File: src/rtl/compensation_pingpong_buffer.sv
`default_nettype none
// ---------------------------------------------------------------------------
// compensation_pingpong_buffer : two-bank ping-pong store of per-column
// compensation weights, streamed one slot-beat (all lanes) per handshake.
// Revision 1.0
// ---------------------------------------------------------------------------
module compensation_pingpong_buffer #(
  parameter int unsigned SIZE     = 8,
  parameter int unsigned SLOTS    = 3,
  parameter int unsigned CW_WIDTH = 3
) (
  input  logic                     clk,
  input  logic                     rst,
  input  logic                     wr_valid,
  input  logic [CW_WIDTH-1:0]      wr_data,
  input  logic                     wr_col_end,
  input  logic                     wr_tile_end,
  output logic                     wr_ready,
  input  logic                     rd_start,
  input  logic                     rd_ready,
  output logic                     rd_valid,
  output logic [SIZE*CW_WIDTH-1:0] rd_data,
  output logic                     rd_done,
  output logic [1:0]               bank_full,
  output logic                     err_overflow
);

  localparam int unsigned DEPTH = SIZE * SLOTS;
  localparam int unsigned IDX_W = $clog2(DEPTH + 1);
  localparam int unsigned K_W   = (SLOTS > 1) ? $clog2(SLOTS) : 1;
  localparam logic [IDX_W-1:0] C_DEPTH  = IDX_W'(DEPTH);
  localparam logic [K_W-1:0]   C_K_LAST = K_W'(SLOTS - 1);

  typedef enum logic [0:0] {
    ST_IDLE   = 1'b0,
    ST_STREAM = 1'b1
  } state_t;

  state_t                   state_q, state_d;
  logic                     wb_q, wb_d;
  logic                     rb_q, rb_d;
  logic [IDX_W-1:0]         idx_q, idx_d;
  logic [K_W-1:0]           k_q, k_d;
  logic [1:0][DEPTH-1:0]    mask_q, mask_d;
  logic [1:0]               full_q, full_d;
  logic                     rd_valid_q, rd_valid_d;
  logic                     rd_done_q, rd_done_d;
  logic                     err_q, err_d;
  logic [SIZE*CW_WIDTH-1:0] rd_data_q, rd_data_d;
  logic [SIZE*CW_WIDTH-1:0] beat_data;
  logic [CW_WIDTH-1:0]      mem_q [2][DEPTH];

  logic                     wr_ready_w;
  logic                     wr_acc;
  logic                     load_beat;
  logic [K_W-1:0]           beat_sel;
  logic [IDX_W-1:0]         col_next;
  int unsigned              col_base;

  // Next column base, saturated at DEPTH so an overfull index stays parked.
  always_comb begin
    col_base = (32'(idx_q) / SLOTS + 1) * SLOTS;
    if (col_base > DEPTH) col_base = DEPTH;
    col_next = col_base[IDX_W-1:0];
  end

  // Gather one beat: lane c reads entry c*SLOTS + beat_sel of the read bank.
  for (genvar c = 0; c < SIZE; c++) begin : g_lane
    localparam int unsigned BASE = c * SLOTS;
    logic [IDX_W-1:0] addr;
    assign addr = IDX_W'(BASE) + IDX_W'(beat_sel);
    assign beat_data[c*CW_WIDTH +: CW_WIDTH] =
      mask_q[rb_q][addr] ? mem_q[rb_q][addr] : '0;
  end

  always_comb begin
    wr_ready_w = !full_q[wb_q];
    wr_acc     = wr_valid && wr_ready_w && (idx_q < C_DEPTH);

    state_d    = state_q;
    wb_d       = wb_q;
    rb_d       = rb_q;
    idx_d      = idx_q;
    k_d        = k_q;
    mask_d     = mask_q;
    full_d     = full_q;
    rd_valid_d = rd_valid_q;
    rd_done_d  = 1'b0;
    err_d      = err_q;
    load_beat  = 1'b0;
    beat_sel   = k_q;

    // Write side
    if (wr_ready_w && wr_col_end) begin
      idx_d = col_next;
    end else if (wr_acc) begin
      idx_d = idx_q + IDX_W'(1);
    end
    if (wr_acc) mask_d[wb_q][idx_q] = 1'b1;
    if (wr_valid && wr_ready_w && (idx_q == C_DEPTH)) err_d = 1'b1;
    if (wr_tile_end && !wr_ready_w) err_d = 1'b1;
    if (wr_tile_end && wr_ready_w) begin
      full_d[wb_q] = 1'b1;
      wb_d         = ~wb_q;
      idx_d        = '0;
    end

    // Read side; rb never equals an open wb, so both sides can update freely.
    case (state_q)
      ST_IDLE: begin
        if (rd_start && full_q[rb_q]) begin
          state_d    = ST_STREAM;
          k_d        = '0;
          beat_sel   = '0;
          load_beat  = 1'b1;
          rd_valid_d = 1'b1;
        end
      end
      ST_STREAM: begin
        if (rd_ready) begin
          if (k_q == C_K_LAST) begin
            state_d      = ST_IDLE;
            rd_valid_d   = 1'b0;
            full_d[rb_q] = 1'b0;
            mask_d[rb_q] = '0;
            rb_d         = ~rb_q;
            k_d          = '0;
            rd_done_d    = 1'b1;
          end else begin
            k_d       = k_q + K_W'(1);
            beat_sel  = k_q + K_W'(1);
            load_beat = 1'b1;
          end
        end
      end
      default: state_d = ST_IDLE;
    endcase

    rd_data_d = load_beat ? beat_data : rd_data_q;
  end

  always_ff @(posedge clk) begin
    if (rst) begin
      state_q    <= ST_IDLE;
      wb_q       <= 1'b0;
      rb_q       <= 1'b0;
      idx_q      <= '0;
      k_q        <= '0;
      mask_q     <= '0;
      full_q     <= '0;
      rd_valid_q <= 1'b0;
      rd_done_q  <= 1'b0;
      err_q      <= 1'b0;
      rd_data_q  <= '0;
    end else begin
      state_q    <= state_d;
      wb_q       <= wb_d;
      rb_q       <= rb_d;
      idx_q      <= idx_d;
      k_q        <= k_d;
      mask_q     <= mask_d;
      full_q     <= full_d;
      rd_valid_q <= rd_valid_d;
      rd_done_q  <= rd_done_d;
      err_q      <= err_d;
      rd_data_q  <= rd_data_d;
    end
  end

  // Storage is deliberately unreset; the valid masks hide stale contents.
  always_ff @(posedge clk) begin
    if (wr_acc) mem_q[wb_q][idx_q] <= wr_data;
  end

  assign wr_ready     = wr_ready_w;
  assign rd_valid     = rd_valid_q;
  assign rd_data      = rd_data_q;
  assign rd_done      = rd_done_q;
  assign bank_full    = full_q;
  assign err_overflow = err_q;

endmodule
`default_nettype wire

File: config.mk
export PLATFORM = sky130hd
export DESIGN_NAME = compensation_pingpong_buffer
export DESIGN_NICKNAME = d
export VERILOG_FILES = /design/src/rtl/compensation_pingpong_buffer.sv
export SDC_FILE = /design/constraint.sdc
export NUM_CORES = 1
export LEC_CHECK = 0
export ABC_AREA = 1
export ABC_CLOCK_PERIOD_IN_PS = 6700
export BUFFER_PORTS_ARGS = -buffer_cell sky130_fd_sc_hd__buf_2
export CORE_UTILIZATION = 27
export DETAILED_ROUTE_END_ITERATION = 7
export GPL_ROUTABILITY_DRIVEN = 1
export HOLD_SLACK_MARGIN = 0.05
export PLACE_DENSITY = 0.47
export SLEW_MARGIN = 20
export SYNTH_ARGS = -nofsm -noshare
export SYNTH_HDL_FRONTEND = slang
export SYNTH_SLANG_ARGS = --single-unit
export TNS_END_PERCENT = 50
File: constraint.sdc
create_clock -name clk -period 6.7 [get_ports clk]
set_input_delay 0 -clock clk [delete_from_list [all_inputs] [get_ports clk]]
set_output_delay 0 -clock clk [all_outputs]
set_load 0.01 [all_outputs]
==> results of run 1 <==
-- routing by layer --
layer,share of wire,vias up
li1,-,4044
met2,0.44,196
met4,0.025,0
met5,0,-
met3,0.043,48
met1,0.49,3917
-- stage by stage --
step,area [sq um],cells
final,12200,1750
after CTS,12200,1750
after global routing,12200,1750
after detailed placement,11400,1696
after global placement,11400,1696
after floorplan,10800,1193
-- state kept, by name, indices dropped and copies added, names as in the netlist, 2 cells and up, named ones only --
register and flops:
mem_q 144, bank_full 2, mask_q 48, rd_data 24, idx_q 5, k_q 2
-- cell type report --
type / instances / area (sq um) / share of cell area
multi-input cells: 794 / 3970 / 0.325
well taps: 518 / 648 / 0.0530
repair buffers: 56 / 338 / 0.0276
clock inverters: 12 / 55.1 / 0.00450
flip-flops and latches: 232 / 6090 / 0.498
inverters: 102 / 385 / 0.0315
clock buffers: 36 / 739 / 0.0605
-- final timing paths --
kind / startpoint / to / slack [ps] / cells past startpoint
max: rb_q / rd_data[11] / 2410 / 17
min: wr_data[1] / mem_q[1][67] / 180 / 1
max reg2reg: rb_q / rd_data[11] / 2410 / 17
min reg2reg: rd_data[1] / rd_data[1] / 460 / 2
-- cell usage in the layout (no fill, tap or decap), types with 6 or more instances in the layout --
master         instances
o211ai_1              14
o21ai_1               21
mux2i_1               35
ha_1                  16
nand3_1               37
clkinv_1               8
clkbuf_16             27
nor2_1               144
clkbuf_1               6
o21ai_0               96
nor3_1                20
or2_2                  7
dfxtp_1               87
inv_1                 96
dlygate4sd3_1          6
buf_2                 39
a21oi_1               76
buf_4                 11
edfxtp_1             144
nand2_1              274
-- critical path, delay by kind of cell (launching register included) --
family | cells | cell delay (ps)
AND/OR/NAND/NOR | 9 | 960
adder cells (fa/ha/maj) | 1 | 380
AO/OA/AOI/OAI | 3 | 470
flip-flops | 1 | 640
buffers and inverters | 4 | 1690
-- cell families after synthesis --
kind of cell,count (synthesis)
simple gates,507
compound gates,232
flops,232
buf+inv,167
mux,35
fa+ha+maj,17
xor+xnor,3
-- power groups by stage --
stage	logic [mW]	registers, mW	clock network, mW
after floorplan	0.379	1.59	0
final	0.524	1.56	1.33
after CTS	0.527	1.56	1.36
after global placement	0.519	1.59	0
after global routing	0.587	1.57	1.42
after detailed placement	0.521	1.59	0
==> results.toml, run 1 <==
[sta]
fin_crit_ps = 4290
fmax_ghz = 0.233
slew_headroom = 0.308
holdWs_ps = 185
worstMarginPinSlew_ps = 1040
setup_viol = 0
fin_ws_ps = 2410
finClkSkew_ps = 10.6
min_period_over_period = 0.640
grt_setup_unrepaired = "no"
hold_violations = 0
tns_ps = 0
drv_slew = 0

[clocking]
clockRootBuffer = "clkbuf_16"
cts_tree = "yes"
numClockSinks = 232
clkTransAtPathRegs_ps = 60
cts_buffer_depth = 3
cts_buffers = 26
h-tree-depth = 1
cts-resized-gates = 0
cts_hold_buf = 6
cts_setup_buffers = 0
clock_latency_ps = 540

[synth]
synthArstFlopShare = 0
synth-xor-area-share = 0.00244
synthesis.area_sq_um = 10800
synthAdderAreaFrac = 0.0204
syn_inst = 1193
avgSynthCellArea_sq_um = 9.03
ys_ff_latch = 232
syn_nets = 1220
synth_common_cells = "nand2_1, edfxtp_1, nor2_1, inv_1, o21ai_0"
synthSimpleGateAreaFrac = 0.194
synth_top_family_by_area = "simple AND/OR/NAND/NOR gates"
synthFlopType = "edfxtp_1"
synth-seq-area-share = 0.565
synth_top_area_cell = "edfxtp_1"
synth-edff-count = 144
netlist-cell-type-count = 49
synth.yosys.warnings = 0
synthMuxAreaShare = 0.0325
synth.most_common_cell = "nand2_1"
synth_area_leaders = "edfxtp_1, dfxtp_1, nand2_1, nor2_1, o21ai_0"
synth_compound_area_frac = 0.119
yosys.area.top_type_share = 0.401

[final_layout]
fin_util = 0.313
drive_above_1_share = 0.0982
num-fill-cells = 4084
num-nets-final = 1239
area_delta_synth_final_pct = 13.4
diodes = 0

[place]
place_ws_ps = 2440
hpwl_microns = 21200
port_buffers = 39
gp_congestion = 0.815

[floorplanning]
io_pins = 40
coreArea_sq_um = 39000
die_y_microns = 202
die_x_microns = 202
num_rows = 72
start_util = 0.276
die_area_sq_um = 40700

[global_routing]
grt_use_total = 0.153
use_met2 = 0.241
grt_pass1_vias = 7723
grt_pass1_wl_microns = 47800
grt_use_met1 = 0.220
grt_max_degree = 73
met3_usage = 0.0169
grt.overflow.total = 0
busiest_layer = "met2"
grt_antenna_before_repair = 0

[run]
cap_violations = 0

[power_and_ir_drop]
power_switching_share = 0.280
p_leak_nw = 4.82
internal_power_mw = 2.46
power_switching_uw = 959
vdd_drop_max_mv = 0.176
clkPwrFrac = 0.390
power.density_nw_per_um2 = 280
finalPower_mw = 3.42
combinationalPowerShare = 0.153
pwr-share-seq = 0.457

[worst_setup_path]
worstSetupPathType = "register to register"
crit_chain = "inv_4, nand2_1, nand2_1, nand3_2, o21ai_0, inv_1, nand2_1, inv_1, ha_1, inv_1, o21ai_0, o21ai_1, nand2_1, nand2_1, nor2_1, nor2_1, nor2_1"
critPathMaxStageDelay_ps = 750
start_kind = "register"
arrival_ps = 4680
crit_top_cell = "nand2_1"
crit_path_end_kind = "register"
worstPathRequired_ps = 7090
cp_slowest_cell = "inv_1"
critPathMaxFanout = 29

[min_path]
hold_class = "primary input to register"

[route]
drc_errors = 0
wl_per_cell_microns = 18.1
post_drt_via_cell_ratio = 4.69
routed_wl_microns = 31700
antenna_left = 0
vias = 8205
dr.pass1.iters = 5
drtIter0Drc = 653

[outcome]
status = "completed"
No activity file was read; power rests on OpenSTA's default activity.
==> run 2, diff against run 1 <==
--- a/config.mk
+++ b/config.mk
@@ -5,8 +5,8 @@
 export SDC_FILE = /design/constraint.sdc
 export NUM_CORES = 1
 export LEC_CHECK = 0
-export ABC_AREA = 1
-export ABC_CLOCK_PERIOD_IN_PS = 6700
+export ABC_AREA = 0
+export ABC_CLOCK_PERIOD_IN_PS = 4100
 export BUFFER_PORTS_ARGS = -buffer_cell sky130_fd_sc_hd__buf_2
 export CORE_UTILIZATION = 27
 export DETAILED_ROUTE_END_ITERATION = 7
==> constraint.sdc (replaced) <==
create_clock -name clk -period 4.1 [get_ports clk]
set_input_delay 0 -clock clk [delete_from_list [all_inputs] [get_ports clk]]
set_output_delay 0 -clock clk [all_outputs]
set_load 0.01 [all_outputs]
==> results.toml, run 2 <==
[global_routing]
use_met2 = 0.225
met3_usage = 0.0149
grt_use_met1 = 0.205
grt_antenna_before_repair = 0
grt_pass1_vias = 6683
grt_max_degree = 51
grt_pass1_wl_microns = 43400
busiest_layer = "met2"
grt.overflow.total = 0
grt_use_total = 0.141

[synth]
synth.most_common_cell = "edfxtp_1"
yosys.area.top_type_share = 0.406
synth_common_cells = "edfxtp_1, mux2i_1, dfxtp_1, nor2_1, nand2_1"
synth_top_area_cell = "edfxtp_1"
synth_area_leaders = "edfxtp_1, dfxtp_1, mux2i_1, mux4_2, o21a_1"
syn_inst = 830
synth.yosys.warnings = 0
synthFlopType = "edfxtp_1"
avgSynthCellArea_sq_um = 12.8
synthesis.area_sq_um = 10700
netlist-cell-type-count = 66
syn_nets = 857
ys_ff_latch = 232
synth-edff-count = 144
synth-seq-area-share = 0.571
synthArstFlopShare = 0

[route]
wl_per_cell_microns = 20.3
routed_wl_microns = 28700
dr.pass1.iters = 5
drc_errors = 0
post_drt_via_cell_ratio = 4.82
drtIter0Drc = 444
antenna_left = 0
vias = 6825

[floorplanning]
num_rows = 72
io_pins = 40
die_area_sq_um = 40300
die_y_microns = 201
coreArea_sq_um = 38800
start_util = 0.275
die_x_microns = 201

[final_layout]
largest_reg_flops = 144
final_area_sq_um = 12300
num-fill-cells = 3879
drive_above_1_share = 0.177
area_delta_synth_final_pct = 15.6
final_cell_mix = "edfxtp_1, mux2i_1, dfxtp_1"
regArea_sq_um = 6090
multi_input_area_sq_um = 4300
top_register = "mem_q"
final_common_cell = "edfxtp_1"
num-nets-final = 905
diodes = 0

[clocking]
cts_tree = "yes"
cts_buffer_depth = 3
clockRootBuffer = "clkbuf_16"
cts_hold_buf = 8
clkTransAtPathRegs_ps = 60
numClockSinks = 232
cts_setup_buffers = 0
h-tree-depth = 1
cts-resized-gates = 0
cts_buffers = 25
clock_latency_ps = 520

[worst_setup_path]
worstReg2RegEnd = "idx_q[3]"
ff2ff_path_depth = 17
crit_chain = "ha_1, and4b_1, o21ai_0, nand2_1, ha_1, inv_1, o31ai_1, or4_1, o211ai_1, ha_1, xnor2_1, inv_1, fa_1, xor2_1, nand2_1, o21ai_0, a21oi_1"
worstSetupPathType = "register to register"
crit_top_cell = "ha_1"
critPathMaxStageDelay_ps = 490
critPathMaxFanout = 6
r2r-start = "idx_q[4]"
start_kind = "register"
reg2reg_slack_ps = 400
arrival_ps = 4100
crit_path_end_kind = "register"
worstPathRequired_ps = 4500
cp_slowest_cell = "or4_1"

[min_path]
hold_class = "primary input to register"
hold_start = "wr_data[0]"
holdPathStages = 2
holdPathEnd = "mem_q[0][3]"

[place]
port_buffers = 39
dpl-instance-area_sq_um = 11500
gp_congestion = 0.804
hpwl_microns = 19700

[sta]
drv_slew = 0
tns_ps = 0
grt_setup_unrepaired = "no"
hold_violations = 0
setup_viol = 0
fmax_ghz = 0.270
worstMarginPinSlew_ps = 1000
fin_crit_ps = 3700
finClkSkew_ps = 7.95
slew_headroom = 0.333
min_period_over_period = 0.903

[power_and_ir_drop]
p_leak_nw = 4.07
power.density_nw_per_um2 = 423
vdd_drop_max_mv = 0.256

[outcome]
status = "completed"

[run]
cap_violations = 0
==> run 2: cell types whose count changed after synthesis, moves of 64 or more <==
cell and delta:
o21ai_0 -64, inv_1 -78, nor2_1 -81, mux2i_1 +71, nand2_1 -217
==> run 2: cell families (layout without fill, tap and decap cells) <==
kind of cell,after synthesis,after routing,share of synthesized area
flops,232,232,0.571
simple gates,195,195,0.0857
compound gates,157,157,0.100
mux,156,156,0.189
buf+inv,66,133,0.0271
fa+ha+maj,17,17,0.0207
xor+xnor,7,7,0.00575
==> run 2: final cells by class <==
cell class | count | area share
well taps | 518 | 0.0526
inverters | 20 | 0.00629
clock inverters | 13 | 0.00822
repair buffers | 67 | 0.0345
multi-input cells | 532 | 0.349
clock buffers | 33 | 0.0556
flip-flops and latches | 232 | 0.494
==> run 2: critical path, delay by kind of cell, from the launching register on <==
kind                     cells  cell delay (ps)
buffers and inverters        2              170
AND/OR/NAND/NOR              4              860
AO/OA/AOI/OAI                5              680
adder cells (fa/ha/maj)      4             1210
XOR/XNOR                     2              350
flip-flops                   1              310
==> run 2: power breakdown <==
group          internal, mW  total [mW]  switching [mW]
clock network          1.24        2.16           0.915
logic                 0.191       0.527           0.336
registers              2.51        2.53          0.0268
total                  3.94        5.22            1.28
==> run 2: worst max path at each step <==
stage / start / end / slack, ps / cells after the start
after floorplan: idx_q[3] / idx_q[3] / 270 / 20
after global placement: idx_q[4] / idx_q[3] / 450 / 17
after detailed placement: idx_q[4] / idx_q[3] / 410 / 17
after CTS: idx_q[4] / idx_q[3] / 390 / 17
after global routing: idx_q[4] / idx_q[4] / 90 / 17
final: idx_q[4] / idx_q[3] / 400 / 17
==> run 2: stage by stage <==
step | util | setup WS, ps | hold slack [ps] | power [mW] | cells
after detailed placement | 0.295 | 415 | 302 | 3.11 | 1361
after global routing | 0.317 | 94.8 | 133 | 5.42 | 1415
final | 0.317 | 396 | 102 | 5.22 | 1415
after global placement | 0.295 | 447 | 312 | 3.11 | 1361
after CTS | 0.317 | 390 | 118 | 5.27 | 1415
after floorplan | - | 266 | 96.6 | 2.93 | 830
==> run 2: routing by layer <==
layer | vias up | routed length [microns]
li1 | 3237 | -
met1 | 3382 | 13900
met2 | 173 | 13100
met3 | 33 | 1260
met4 | 0 | 496
met5 | - | 0
==> run 3, diff against run 2 <==
--- a/config.mk
+++ b/config.mk
@@ -6,7 +6,7 @@
 export NUM_CORES = 1
 export LEC_CHECK = 0
 export ABC_AREA = 0
-export ABC_CLOCK_PERIOD_IN_PS = 4100
+export ABC_CLOCK_PERIOD_IN_PS = 3550
 export BUFFER_PORTS_ARGS = -buffer_cell sky130_fd_sc_hd__buf_2
 export CORE_UTILIZATION = 27
 export DETAILED_ROUTE_END_ITERATION = 7
==> constraint.sdc (replaced) <==
create_clock -name clk -period 3.55 [get_ports clk]
set_input_delay 0 -clock clk [delete_from_list [all_inputs] [get_ports clk]]
set_output_delay 0 -clock clk [all_outputs]
set_load 0.01 [all_outputs]
==> results.toml, run 3 (synthesized netlist as in run 2, its figures left out) <==
[outcome]
status = "completed"

[route]
drc_errors = 0
wl_per_cell_microns = 20.6
routed_wl_microns = 29400
dr.pass1.iters = 5
vias = 6898
post_drt_via_cell_ratio = 4.83
antenna_left = 0
drtIter0Drc = 563

[final_layout]
final_area_sq_um = 12500
top_register = "mem_q"
final_cell_mix = "edfxtp_1, mux2i_1, dfxtp_1"
num-fill-cells = 3880
drive_above_1_share = 0.210
num-nets-final = 918
diodes = 0
final_common_cell = "edfxtp_1"
layout.cells.non_filler = 1429
largest_reg_flops = 144
area_delta_synth_final_pct = 17.6

[sta]
holdWs_ps = 182
min_period_over_period = 0.949
fmax_ghz = 0.297
fin_crit_ps = 3370
drv_slew = 0
worstMarginPinSlew_ps = 1010
hold_violations = 0
setup_viol = 0
tns_ps = 0
finClkSkew_ps = 9.38
slew_headroom = 0.324

[clocking]
clock_latency_ps = 530
numClockSinks = 232
clockRootBuffer = "clkbuf_16"
clkTransAtPathRegs_ps = 60
cts_buffer_depth = 3
cts_buffers = 27
h-tree-depth = 1
cts_tree = "yes"

[global_routing]
grt_use_total = 0.146
grt_max_degree = 49
grt_pass1_wl_microns = 44800
grt_antenna_before_repair = 0
grt_pass1_vias = 6969
grt.overflow.total = 0

[worst_setup_path]
worstSetupPathType = "register to register"
critPathMaxFanout = 5
arrival_ps = 3800
crit_path_end_kind = "register"
start_kind = "register"
worstPathRequired_ps = 3980

[floorplanning]
io_pins = 40
die_x_microns = 201
num_rows = 72
die_y_microns = 201
start_util = 0.275
coreArea_sq_um = 38800
die_area_sq_um = 40300

[place]
hpwl_microns = 20400
dpl-instance-area_sq_um = 11600
gp_congestion = 0.819
dp_cells = 1370
port_buffers = 39

[power_and_ir_drop]
power.density_nw_per_um2 = 495
internal_power_mw = 4.63
vdd_drop_max_mv = 0.266
combinationalPowerShare = 0.108
power_switching_mw = 1.58
p_leak_nw = 4.17
power_switching_share = 0.254
pwr-share-seq = 0.473
clkPwrFrac = 0.419
finalPower_mw = 6.20

[min_path]
hold_class = "primary input to register"

[run]
cap_violations = 0
run 3: changes by cell type in the layout (fill, tap and decap cells not counted), sizes merged:
cell and delta:
clkbuf -4, buf +12, clkinv +5, clkinvlp +2
dlygate4sd3 -1
run 3: final timing paths:
check | cells after the start | from | endpoint | slack [ps]
setup / recovery | 15 | idx_q[4] | idx_q[2] | 180
hold / removal | 1 | wr_data[2] | mem_q[0][68] | 180
setup reg to reg | 15 | idx_q[4] | idx_q[2] | 180
hold reg to reg | 2 | err_overflow | err_overflow | 450
run 3: final cells by class:
class / count / area [sq um] / share of cell area
repair buffers: 78 / 518 / 0.0413
well taps: 518 / 648 / 0.0517
clock inverters: 20 / 145 / 0.0116
flip-flops and latches: 232 / 6090 / 0.486
multi-input cells: 532 / 4370 / 0.349
inverters: 20 / 77.6 / 0.00619
clock buffers: 29 / 683 / 0.0545
run 3: timing repair:
item	4_1_cts	5_1_grt
resized for setup	2	7
endpoints found under the hold margin	36	0
setup endpoints to repair	1	3
pin swaps	1	10
buffers inserted	0	3
hold buffers	7	0
run 3: metrics by stage:
step                      setup WS [ps]  utilization
final                               180        0.323
after global routing              -33.9        0.323
after CTS                          15.3        0.321
after detailed placement          -33.2        0.298
after global placement             28.9        0.298
after floorplan                   -82.9            -
run 3: power groups by stage:
stage | logic [mW] | registers [mW] | clock network [mW]
finish | 0.672 | 2.93 | 2.60
global route | 0.737 | 2.94 | 2.78
CTS | 0.649 | 2.93 | 2.67
detailed placement | 0.636 | 2.99 | 0
global placement | 0.623 | 2.99 | 0
floorplan | 0.427 | 2.97 | 0
run 3: worst max-delay path, stage by stage, from the launching register on:
cell and delay, ps:
dfxtp_2 340, ha_4 280, and4b_1 210, o21ai_2 120, nand2_1 70, ha_2 170
inv_2 70, o31ai_4 60, or4_1 470, o211ai_1 160, ha_2 290, xnor2_4 140
inv_1 90, fa_2 530, a21oi_1 40, o211a_1 220
run 3: per-layer routing:
layer | share of wire | GRT usage | up-vias
met5 | 0 | 0 | -
met4 | 0.016 | 0.0352 | 0
met3 | 0.044 | 0.0209 | 37
met2 | 0.46 | 0.235 | 158
met1 | 0.48 | 0.205 | 3442
li1 | - | - | 3261
